===== src/rtl/fifo_arb_pkg.sv =====
// Shared types and helpers for the FIFO write-port arbiter.
package fifo_arb_pkg;

  typedef enum logic {
    ARB_IDLE   = 1'b0,
    ARB_LOCKED = 1'b1
  } arb_state_e;

  function automatic int unsigned rr_next(input int unsigned idx, input int unsigned n);
    return (idx + 32'd1 >= n) ? 32'd0 : idx + 32'd1;
  endfunction

endpackage


===== src/rtl/rr_pick.sv =====
// Round-robin candidate picker: rotate valids by rr_ptr, priority-encode, rotate back.
module rr_pick #(
  parameter  int unsigned NUM_REQ = 4,
  localparam int unsigned ID_W    = (NUM_REQ > 1) ? $clog2(NUM_REQ) : 1
) (
  input  logic [NUM_REQ-1:0] req_valid,
  input  logic [ID_W-1:0]    rr_ptr,
  output logic [ID_W-1:0]    cand,
  output logic               any_valid
);

  localparam int unsigned SUM_W = ID_W + 1;

  logic [NUM_REQ-1:0] w_rot;
  logic [ID_W-1:0]    w_off;
  logic [SUM_W-1:0]   w_sum;

  assign any_valid = |req_valid;

  always_comb begin
    w_rot = NUM_REQ'({req_valid, req_valid} >> rr_ptr);
    w_off = '0;
    for (int i = NUM_REQ - 1; i >= 0; i--) begin
      if (w_rot[i]) w_off = ID_W'(i);
    end
    w_sum = SUM_W'(rr_ptr) + SUM_W'(w_off);
    if (!any_valid) begin
      cand = rr_ptr;
    end else if (w_sum >= SUM_W'(NUM_REQ)) begin
      cand = ID_W'(w_sum - SUM_W'(NUM_REQ));
    end else begin
      cand = ID_W'(w_sum);
    end
  end

endmodule


===== src/rtl/fifo_wr_arbiter.sv =====
// Round-robin, burst-locking arbiter sharing one FIFO write port among NUM_REQ streams.
module fifo_wr_arbiter
  import fifo_arb_pkg::*;
#(
  parameter  int unsigned NUM_REQ    = 4,
  parameter  int unsigned DATA_WIDTH = 8,
  parameter  int unsigned MAX_BURST  = 16,
  localparam int unsigned ID_W       = (NUM_REQ > 1) ? $clog2(NUM_REQ) : 1,
  localparam int unsigned CNT_W      = $clog2(MAX_BURST + 1)
) (
  input  logic                          clk,
  input  logic                          rst_n,
  input  logic [NUM_REQ-1:0]            req_valid,
  input  logic [NUM_REQ-1:0]            req_last,
  input  logic [NUM_REQ*DATA_WIDTH-1:0] req_data,
  output logic [NUM_REQ-1:0]            req_ready,
  input  logic                          fifo_full,
  output logic                          fifo_wr_en,
  output logic [DATA_WIDTH-1:0]         fifo_wr_data,
  output logic [ID_W-1:0]               grant_id,
  output logic                          busy,
  output logic                          burst_err
);

  arb_state_e       r_state,    w_state_nxt;
  logic [ID_W-1:0]  r_owner,    w_owner_nxt;
  logic [ID_W-1:0]  r_rr_ptr,   w_rr_nxt;
  logic [CNT_W-1:0] r_beat_cnt, w_beat_nxt;
  logic             r_burst_err, w_err_nxt;

  logic [ID_W-1:0]       w_cand;
  logic                  w_any_valid;
  logic [ID_W-1:0]       w_sel;
  logic [DATA_WIDTH-1:0] w_sel_data;
  logic [NUM_REQ-1:0]    w_ready;
  logic                  w_xfer;
  logic                  w_last;
  logic [CNT_W-1:0]      w_beat_inc;

  rr_pick #(.NUM_REQ(NUM_REQ)) u_pick (
    .req_valid (req_valid),
    .rr_ptr    (r_rr_ptr),
    .cand      (w_cand),
    .any_valid (w_any_valid)
  );

  // Combinational grant: owner while locked, otherwise the round-robin candidate.
  always_comb begin
    w_sel      = (r_state == ARB_LOCKED) ? r_owner : w_cand;
    w_sel_data = '0;
    for (int i = 0; i < NUM_REQ; i++) begin
      if (w_sel == ID_W'(i)) w_sel_data = req_data[i*DATA_WIDTH +: DATA_WIDTH];
    end
    w_ready = '0;
    if (rst_n && !fifo_full) w_ready[w_sel] = req_valid[w_sel];
  end

  assign w_xfer       = |(req_valid & w_ready);
  assign w_last       = req_last[w_sel];
  assign req_ready    = w_ready;
  assign fifo_wr_en   = w_xfer;
  assign fifo_wr_data = rst_n ? w_sel_data : '0;
  assign grant_id     = rst_n ? w_sel : '0;
  assign busy         = rst_n && (r_state == ARB_LOCKED);
  assign burst_err    = r_burst_err;

  always_comb begin
    w_state_nxt = r_state;
    w_owner_nxt = r_owner;
    w_rr_nxt    = r_rr_ptr;
    w_beat_nxt  = r_beat_cnt;
    w_err_nxt   = r_burst_err;
    w_beat_inc  = r_beat_cnt + CNT_W'(1);
    case (r_state)
      ARB_IDLE: begin
        if (w_xfer) begin
          // A single-beat limit terminates every burst on its first beat.
          if (w_last || (MAX_BURST == 1)) begin
            w_rr_nxt = ID_W'(rr_next(32'(w_cand), NUM_REQ));
            if (!w_last) w_err_nxt = 1'b1;
          end else begin
            w_state_nxt = ARB_LOCKED;
            w_owner_nxt = w_cand;
            w_beat_nxt  = CNT_W'(1);
          end
        end
      end
      ARB_LOCKED: begin
        if (w_xfer) begin
          w_beat_nxt = w_beat_inc;
          if (w_last || (w_beat_inc == CNT_W'(MAX_BURST))) begin
            w_state_nxt = ARB_IDLE;
            w_rr_nxt    = ID_W'(rr_next(32'(r_owner), NUM_REQ));
            w_beat_nxt  = '0;
            if (!w_last) w_err_nxt = 1'b1;
          end
        end
      end
      default: w_state_nxt = ARB_IDLE;
    endcase
  end

  always_ff @(posedge clk) begin
    if (!rst_n) begin
      r_state     <= ARB_IDLE;
      r_owner     <= '0;
      r_rr_ptr    <= '0;
      r_beat_cnt  <= '0;
      r_burst_err <= 1'b0;
    end else begin
      r_state     <= w_state_nxt;
      r_owner     <= w_owner_nxt;
      r_rr_ptr    <= w_rr_nxt;
      r_beat_cnt  <= w_beat_nxt;
      r_burst_err <= w_err_nxt;
    end
  end

endmodule


===== config.mk =====
export PLATFORM = sky130hd
export DESIGN_NAME = fifo_wr_arbiter
export DESIGN_NICKNAME = d
export VERILOG_FILES = /design/src/rtl/fifo_arb_pkg.sv /design/src/rtl/rr_pick.sv /design/src/rtl/fifo_wr_arbiter.sv
export SDC_FILE = /design/constraint.sdc
export NUM_CORES = 1
export LEC_CHECK = 0
export ABC_AREA = 0
export CAP_MARGIN = 20
export CORE_UTILIZATION = 42
export CTS_CLUSTER_SIZE = 16
export DETAILED_ROUTE_END_ITERATION = 8
export GPL_ROUTABILITY_DRIVEN = 0
export HOLD_SLACK_MARGIN = 0.06
export PLACE_DENSITY_LB_ADDON = 0.25
export RECOVER_POWER = 50
export REMOVE_ABC_BUFFERS = 1
export SYNTH_ARGS = -nofsm -noshare
export SYNTH_HDL_FRONTEND = slang
export SYNTH_SLANG_ARGS = --single-unit

===== constraint.sdc =====
create_clock -name clk -period 4.4 [get_ports clk]
set_input_delay 0.66 -clock clk [delete_from_list [all_inputs] [get_ports clk]]
set_output_delay 0.66 -clock clk [all_outputs]
set_load 0.05 [all_outputs]

==> results of run 1 <==
worst paths after layout:
kind,from,end,slack [ns],cells past startpoint
setup / recovery,req_valid[3],fifo_wr_data[5],0.12,12
setup reg to reg,r_rr_ptr[0]$_SDFFE_PN0P_,r_beat_cnt[3]$_SDFFE_PN0P_,1.04,12
hold reg to reg,burst_err$_SDFFE_PN0P_,burst_err$_SDFFE_PN0P_,0.47,1
hold / removal,burst_err$_SDFFE_PN0P_,burst_err$_SDFFE_PN0P_,0.47,1
registers in the layout (all words and copies together), names as in the netlist:
register / flops
r_state: 1
r_beat_cnt: 5
burst_err: 1
r_owner: 2
r_rr_ptr: 2
cell type report:
| cell class | count | area share, % |
|---|---|---|
| Sequential cell | 11 | 10.3 |
| Tap cell | 31 | 1.82 |
| Multi-Input combinational cell | 157 | 47.3 |
| Timing Repair Buffer | 71 | 38.6 |
| Inverter | 4 | 0.705 |
| Clock buffer | 4 | 1.23 |
power groups by stage:
stage	Clock [mW]	Combinational, mW	Sequential, mW
after floorplan	0	1.04	0.157
after global placement	0	1.74	0.168
after detailed placement	0	1.76	0.170
after CTS	0.0695	1.76	0.169
after global routing	0.0729	1.95	0.177
final	0.0679	1.83	0.172
cells in the final DEF, fill, tap and decap left out, types with 2 or more instances in the layout:
cell type        netlist  layout
a21oi_1                5       5
a311oi_1               9       8
and2_1                 2       2
and3_1                10      10
buf_12                 0      14
buf_4                  1      13
clkbuf_4               0       3
clkdlybuf4s50_1        0      41
dfxtp_1               11      11
dlygate4sd3_1          0       2
inv_1                  4       4
mux2_4                 2       2
mux2i_1                6       5
mux2i_4                1       3
nand2_1               53      53
nand2b_1               2       2
nand3_1                4       4
nand4_1                2       2
nor2_1                18      16
nor2_2                 0       2
nor3_1                 4       4
o211ai_1               2       2
o21ai_0                6       6
o32ai_1                2       2
xnor2_1                2       2
logic make-up after synthesis:
logic type / Yosys count
and+or+nand+nor: 107
muxes: 11
buffers and inverters: 19
DFF: 11
AOI/OAI and AO/OA: 34
xor gates and xnor gates: 3
adders and majority gates: 2
routing by layer:
| metal | track usage, % | vias up |
|---|---|---|
| met1 | 33.2 | 715 |
| met5 | 0 | - |
| met3 | 3.40 | 6 |
| met4 | 5.23 | 0 |
| li1 | - | 795 |
| met2 | 40.9 | 62 |
metrics by stage:
stage	hold slack [ns]	setup slack, ns	TNS (ns)	total power [mW]	instance area [µm²]
2_1_floorplan	0.455	-0.467	-3.19	1.20	1210
3_5_place_dp	0.460	0.0783	0	1.93	2060
3_3_place_gp	0.458	0.119	0	1.91	2060
5_1_grt	0.513	-0.00117	-0.00184	2.20	2130
4_1_cts	0.481	0.0772	0	2.00	2090
6_report	0.473	0.122	0	2.07	2130
critical path, cell delays in order:
cell             delay (ns)
clkdlybuf4s50_1        0.53
nor2_1                 0.07
or4_1                  0.40
o211ai_1               0.11
ha_2                   0.29
mux2_4                 0.30
mux2i_4                0.19
buf_12                 0.18
nand2_1                0.07
and3_1                 0.17
a311oi_1               0.43
buf_12                 0.20
repair_timing:
item | in CTS | in global routing
hold endpoints to repair | 0 | 0
setup endpoints to repair | 0 | 10
buffers inserted | 0 | 0
resized for setup | 0 | 8
==> impl_metrics.py, run 1 <==
metrics = {
    "logic_synthesis": {
        "synth-seq-cells": 11,
        "yosysTopAreaCell": "dfxtp_1",
        "synth_mux_area_share_pct": 10.6,
        "synthTopCellsByCount": "nand2_1, nor2_1, dfxtp_1, and3_1, a311oi_1",
        "ys.flop_type": "dfxtp_1",
        "synth.most_common_cell": "nand2_1",
        "yosys-top-cells-area": "dfxtp_1, nand2_1, a311oi_1, nor2_1, and3_1",
        "synth_top_area_share_pct": 17.0,
        "synthCells": 187,
        "synthSimpleGateAreaFrac_pct": 40.2,
        "synth-edff-count": 0,
        "synth_compound_area_share_pct": 20.3,
        "ys_types": 49,
        "syn_area_um2": 1290,
        "yosysSeqAreaShare_pct": 17.0,
        "async_flop_share_pct": 0,
        "synth.avg_cell_area_um2": 6.92,
        "synthAdderAreaFrac_pct": 1.93,
        "synth_top_family_by_area": "simple AND/OR/NAND/NOR gates",
        "synth_xor_area_share_pct": 2.03,
        "yosysWarnings": 0,
    },
    "final_layout": {
        "regArea_um2": 220,
        "antenna_cells": 0,
        "nNetsFinal": 293,
        "multi_input_area_um2": 1010,
        "fin_util_pct": 75.2,
        "area_delta_synth_final_pct": 64.5,
        "fillers": 224,
        "final_cells": 278,
        "layout-drive-gt1-share_pct": 17.4,
    },
    "run_status": {
        "status": "complete, but fails checks",
        "failed_checks": "DRC",
    },
    "global_routing": {
        "grt_pass1_vias": 1435,
        "grt_usage_pct": 24.4,
        "overflow": 0,
        "antenna_found_initial": 0,
        "grt_max_degree": 24,
        "grt_pass1_wl_um": 6470,
    },
    "clocking": {
        "cts.clk_slew.worst_paths_ns": 0.07,
        "cts_max_path_buffers": 2,
        "cts_buffers": 3,
        "clock_latency_ns": 0.26,
        "cts_root_buffer": "clkbuf_4",
        "cts_max_level": 1,
        "holdBufCountCts": 0,
        "cts_tree": "yes",
        "cts.sinks": 11,
    },
    "power_and_ir_drop": {
        "power_frac_clock_pct": 3.3,
        "leakagePower_nw": 0.874,
        "switchingPower_mw": 1.08,
        "sw_frac_of_total_pct": 52.0,
        "power.density_nw_per_um2": 973,
        "p_comb_share_pct": 88.4,
        "power.internal_mw": 0.994,
        "ir_drop_v": 0.000548,
        "p_seq_share_pct": 8.3,
    },
    "sta": {
        "finalMaxSlewViolations": 0,
        "skew_ns": 0.00200,
        "hold_violations": 0,
        "finalSetupViolCount": 0,
        "relSlewSlack_pct": 66.4,
        "tightest_slew_ns": 0.502,
        "fmax_mhz": 234,
        "fin_crit_sh_pct": 97.2,
        "min_period_ns": 4.28,
    },
    "route": {
        "wl_met1_um": 1850,
        "routed-wl-met2_um": 1810,
        "top_layer": "met4",
        "route.detailed.drc": 10,
        "drt_iter0_drc": 109,
        "via_per_inst": 5.68,
        "wl_met3_um": 321,
        "wl_um": 4020,
        "vias": 1578,
        "wl_per_cell_um": 14.5,
        "ant_nets": 0,
        "dr.pass1.iters": 7,
    },
    "floorplan": {
        "initial_utilization_pct": 45.7,
        "ios": 60,
        "rows": 19,
        "die_y_um": 57.5,
        "core_um2": 2830,
        "die_width_um": 57.5,
        "die-area_um2": 3310,
    },
    "placed_design": {
        "dp.final_hpwl_um": 2940,
        "placed_cells": 274,
        "io_buffer_count": 59,
    },
    "setup_path": {
        "path_class": "in2out",
        "critPathCaptureType": "output port",
        "cp_data_required_time_ns": 3.74,
        "crit_fanout": 23,
        "critical_path_arrival_ns": 3.62,
        "startpoint_type": "input port",
    },
    "worst_hold_path": {
        "hp-class": "reg2reg",
    },
    "flow_run": {
        "drv_cap": 0,
    },
}
Power figures use the tool's default switching activity.
==> run 2: changes to the inputs <==
--- a/config.mk
+++ b/config.mk
@@ -7,9 +7,10 @@
 export LEC_CHECK = 0
 export ABC_AREA = 0
 export CAP_MARGIN = 20
-export CORE_UTILIZATION = 42
+export CORE_UTILIZATION = 50
 export CTS_CLUSTER_SIZE = 16
 export DETAILED_ROUTE_END_ITERATION = 8
+export DONT_BUFFER_PORTS = 1
 export GPL_ROUTABILITY_DRIVEN = 0
 export HOLD_SLACK_MARGIN = 0.06
 export PLACE_DENSITY_LB_ADDON = 0.25
==> run 2 against run 1 <==
- the run now ends clean
- design area fell by 33%
- sequential cell count did not move
- count of clock-buffer cells in the layout decreased by 1
- sequential share of layout area is 5.1 points higher
- die area fell by 15%
- global-route usage decreased by 0.24 points
- non-clock buffer count decreased by 57
- setup slack better by 0.17 ns
- first-iteration DRC count down 66%
- routed wire length fell by 17%
- register-to-register slack worse by 0.41 ns
- critical endpoint is now req_ready[3]
==> impl_metrics.py, run 2 (same netlist as run 1, synthesis figures left out) <==
metrics = {
    "setup_path": {
        "cp_data_required_time_ns": 3.74,
        "rr_endpoint": "r_rr_ptr[0]$_SDFFE_PN0P_",
        "critical_path_arrival_ns": 3.45,
        "reg2regPathDepth": 12,
        "path_cells": "nor3_1, a311oi_1, o211ai_1, ha_1, or4b_1, a21oi_1, and4b_4, mux2i_1, and2_1, nand2_1, nor2_1, buf_4",
        "crit_fanout": 13,
        "crit_buf_inv": 1,
        "path_class": "reg2out",
        "regToRegSetupSlack_ns": 0.63,
        "slowest_stage": "dfxtp_1",
        "r2r_start": "r_rr_ptr[0]$_SDFFE_PN0P_",
        "crit_family": "simple AND/OR/NAND/NOR gates",
        "slowest_delay_ns": 0.57,
        "critPathCaptureType": "output port",
        "startpoint_type": "register",
    },
    "clocking": {
        "clock_latency_ns": 0.26,
        "cts_root_buffer": "clkbuf_4",
        "cts_buffers": 3,
        "cts_tree": "yes",
        "cts_setup_buffers": 0,
        "cts.sinks": 11,
        "cts.clk_slew.worst_paths_ns": 0.08,
        "cts_max_path_buffers": 2,
        "holdBufCountCts": 0,
        "cts_max_level": 1,
    },
    "worst_hold_path": {
        "holdPathEnd": "r_owner[1]$_SDFFE_PN0P_",
        "hp-start": "r_owner[1]$_SDFFE_PN0P_",
        "hold_depth": 2,
        "hp-class": "reg2reg",
    },
    "sta": {
        "fmax_mhz": 243,
        "final.setup.tns_ns": 0,
        "worst_slack_ns": 0.289,
        "finalSetupViolCount": 0,
        "skew_ns": 0.0113,
        "rsz0062_at_grt": "no",
        "tightest_slew_ns": 0.998,
        "hold_violations": 0,
        "finalMaxSlewViolations": 0,
        "relSlewSlack_pct": 33.2,
        "min_period_ns": 4.11,
        "fin_crit_sh_pct": 93.4,
    },
    "route": {
        "route.detailed.drc": 0,
        "top_layer": "met4",
        "wl_per_cell_um": 15.1,
        "vias": 1392,
        "via_per_inst": 6.33,
        "dr.pass1.iters": 6,
        "wl_met1_um": 1320,
        "ant_nets": 0,
        "routed-wl-met2_um": 1720,
        "wl_um": 3330,
        "drt_iter0_drc": 37,
        "wl_met3_um": 242,
    },
    "final_layout": {
        "antenna_cells": 0,
        "nNetsFinal": 236,
        "fin_area_um2": 1420,
        "layout-drive-gt1-share_pct": 16.8,
        "fillers": 225,
        "multi_input_area_um2": 1020,
        "reg_top3": "r_beat_cnt: 5 flops, r_owner: 2 flops, r_rr_ptr: 2 flops",
        "top_register": "r_beat_cnt",
        "area_delta_synth_final_pct": 9.86,
        "regArea_um2": 220,
        "largest_reg_flops": 5,
        "layout_common_cells": "nand2_1, nor2_1, buf_4",
        "fin_util_pct": 57.9,
        "layout.cells.most_common": "nand2_1",
    },
    "floorplan": {
        "rows": 18,
        "ios": 60,
        "initial_utilization_pct": 52.7,
        "die_width_um": 52.9,
        "die-area_um2": 2790,
        "core_um2": 2450,
        "die_y_um": 52.9,
    },
    "run_status": {
        "status": "complete, no violations",
    },
    "global_routing": {
        "grt_max_degree": 21,
        "grt_pass1_vias": 1205,
        "overflow": 0,
        "grt_pass1_wl_um": 5110,
        "grt_usage_pct": 24.1,
        "antenna_found_initial": 0,
    },
    "placed_design": {
        "place_area_um2": 1400,
        "io_buffer_count": 0,
        "dp.final_hpwl_um": 2570,
        "place_ws_ns": 0.423,
    },
    "flow_run": {
        "drv_cap": 0,
    },
}
==> run 2: changes by cell type in the layout (fill, tap and decap cells not counted), moves of 2 or more <==
cell / delta
a311oi_1: -7
a311oi_2: +7
nor2_1: +2
nor2_2: -2
buf_12: -14
clkdlybuf4s50_1: -41
dlygate4sd3_1: -2
==> run 2: stage by stage <==
stage / instances / hold slack [ns]
2_1_floorplan: 172 / 0.455
3_3_place_gp: 216 / 0.472
3_5_place_dp: 216 / 0.475
4_1_cts: 220 / 0.486
5_1_grt: 220 / 0.517
6_report: 220 / 0.482
==> run 2: worst max-delay path by stage <==
stage                     slack [ns]            to  cells after the start                     start
after floorplan                -0.47  req_ready[2]                     10              req_valid[2]
after global placement          0.47  req_ready[2]                     11              req_valid[2]
after detailed placement        0.42  req_ready[3]                     11              req_valid[2]
after CTS                       0.30  req_ready[3]                     12  r_rr_ptr[0]$_SDFFE_PN0P_
after global routing            0.04  req_ready[2]                     12  r_rr_ptr[0]$_SDFFE_PN0P_
final                           0.29  req_ready[3]                     12  r_rr_ptr[0]$_SDFFE_PN0P_
==> run 2: what timing repair did <==
item	in CTS	in global routing
resized for setup	0	1
endpoints found under the setup margin	0	1
hold endpoints to repair	0	0
==> run 2: per-layer routing <==
metal	vias to the layer above	GRT usage, %
li1	676	-
met3	4	3.74
met1	638	27.9
met5	-	0
met4	0	7.46
met2	74	44.7
==> run 2: worst min-delay path, delay by kind of cell (launching register included) <==
kind	cells	cell delay, ns
flops	1	0.33
mux	1	0.05
simple gates	1	0.06
==> run 2: area by class of cell <==
class                      instances  area share, %
inverter                           4           1.06
timing repair buffer              14           7.39
clock buffer                       3           1.58
sequential                        11           15.5
clock inverter                     1          0.352
multi-input combinational        157           71.5
tap                               30           2.64
Power of run 2 is not shown: default switching activity piles up to over one toggle a cycle in this logic, so the estimate is an artifact.
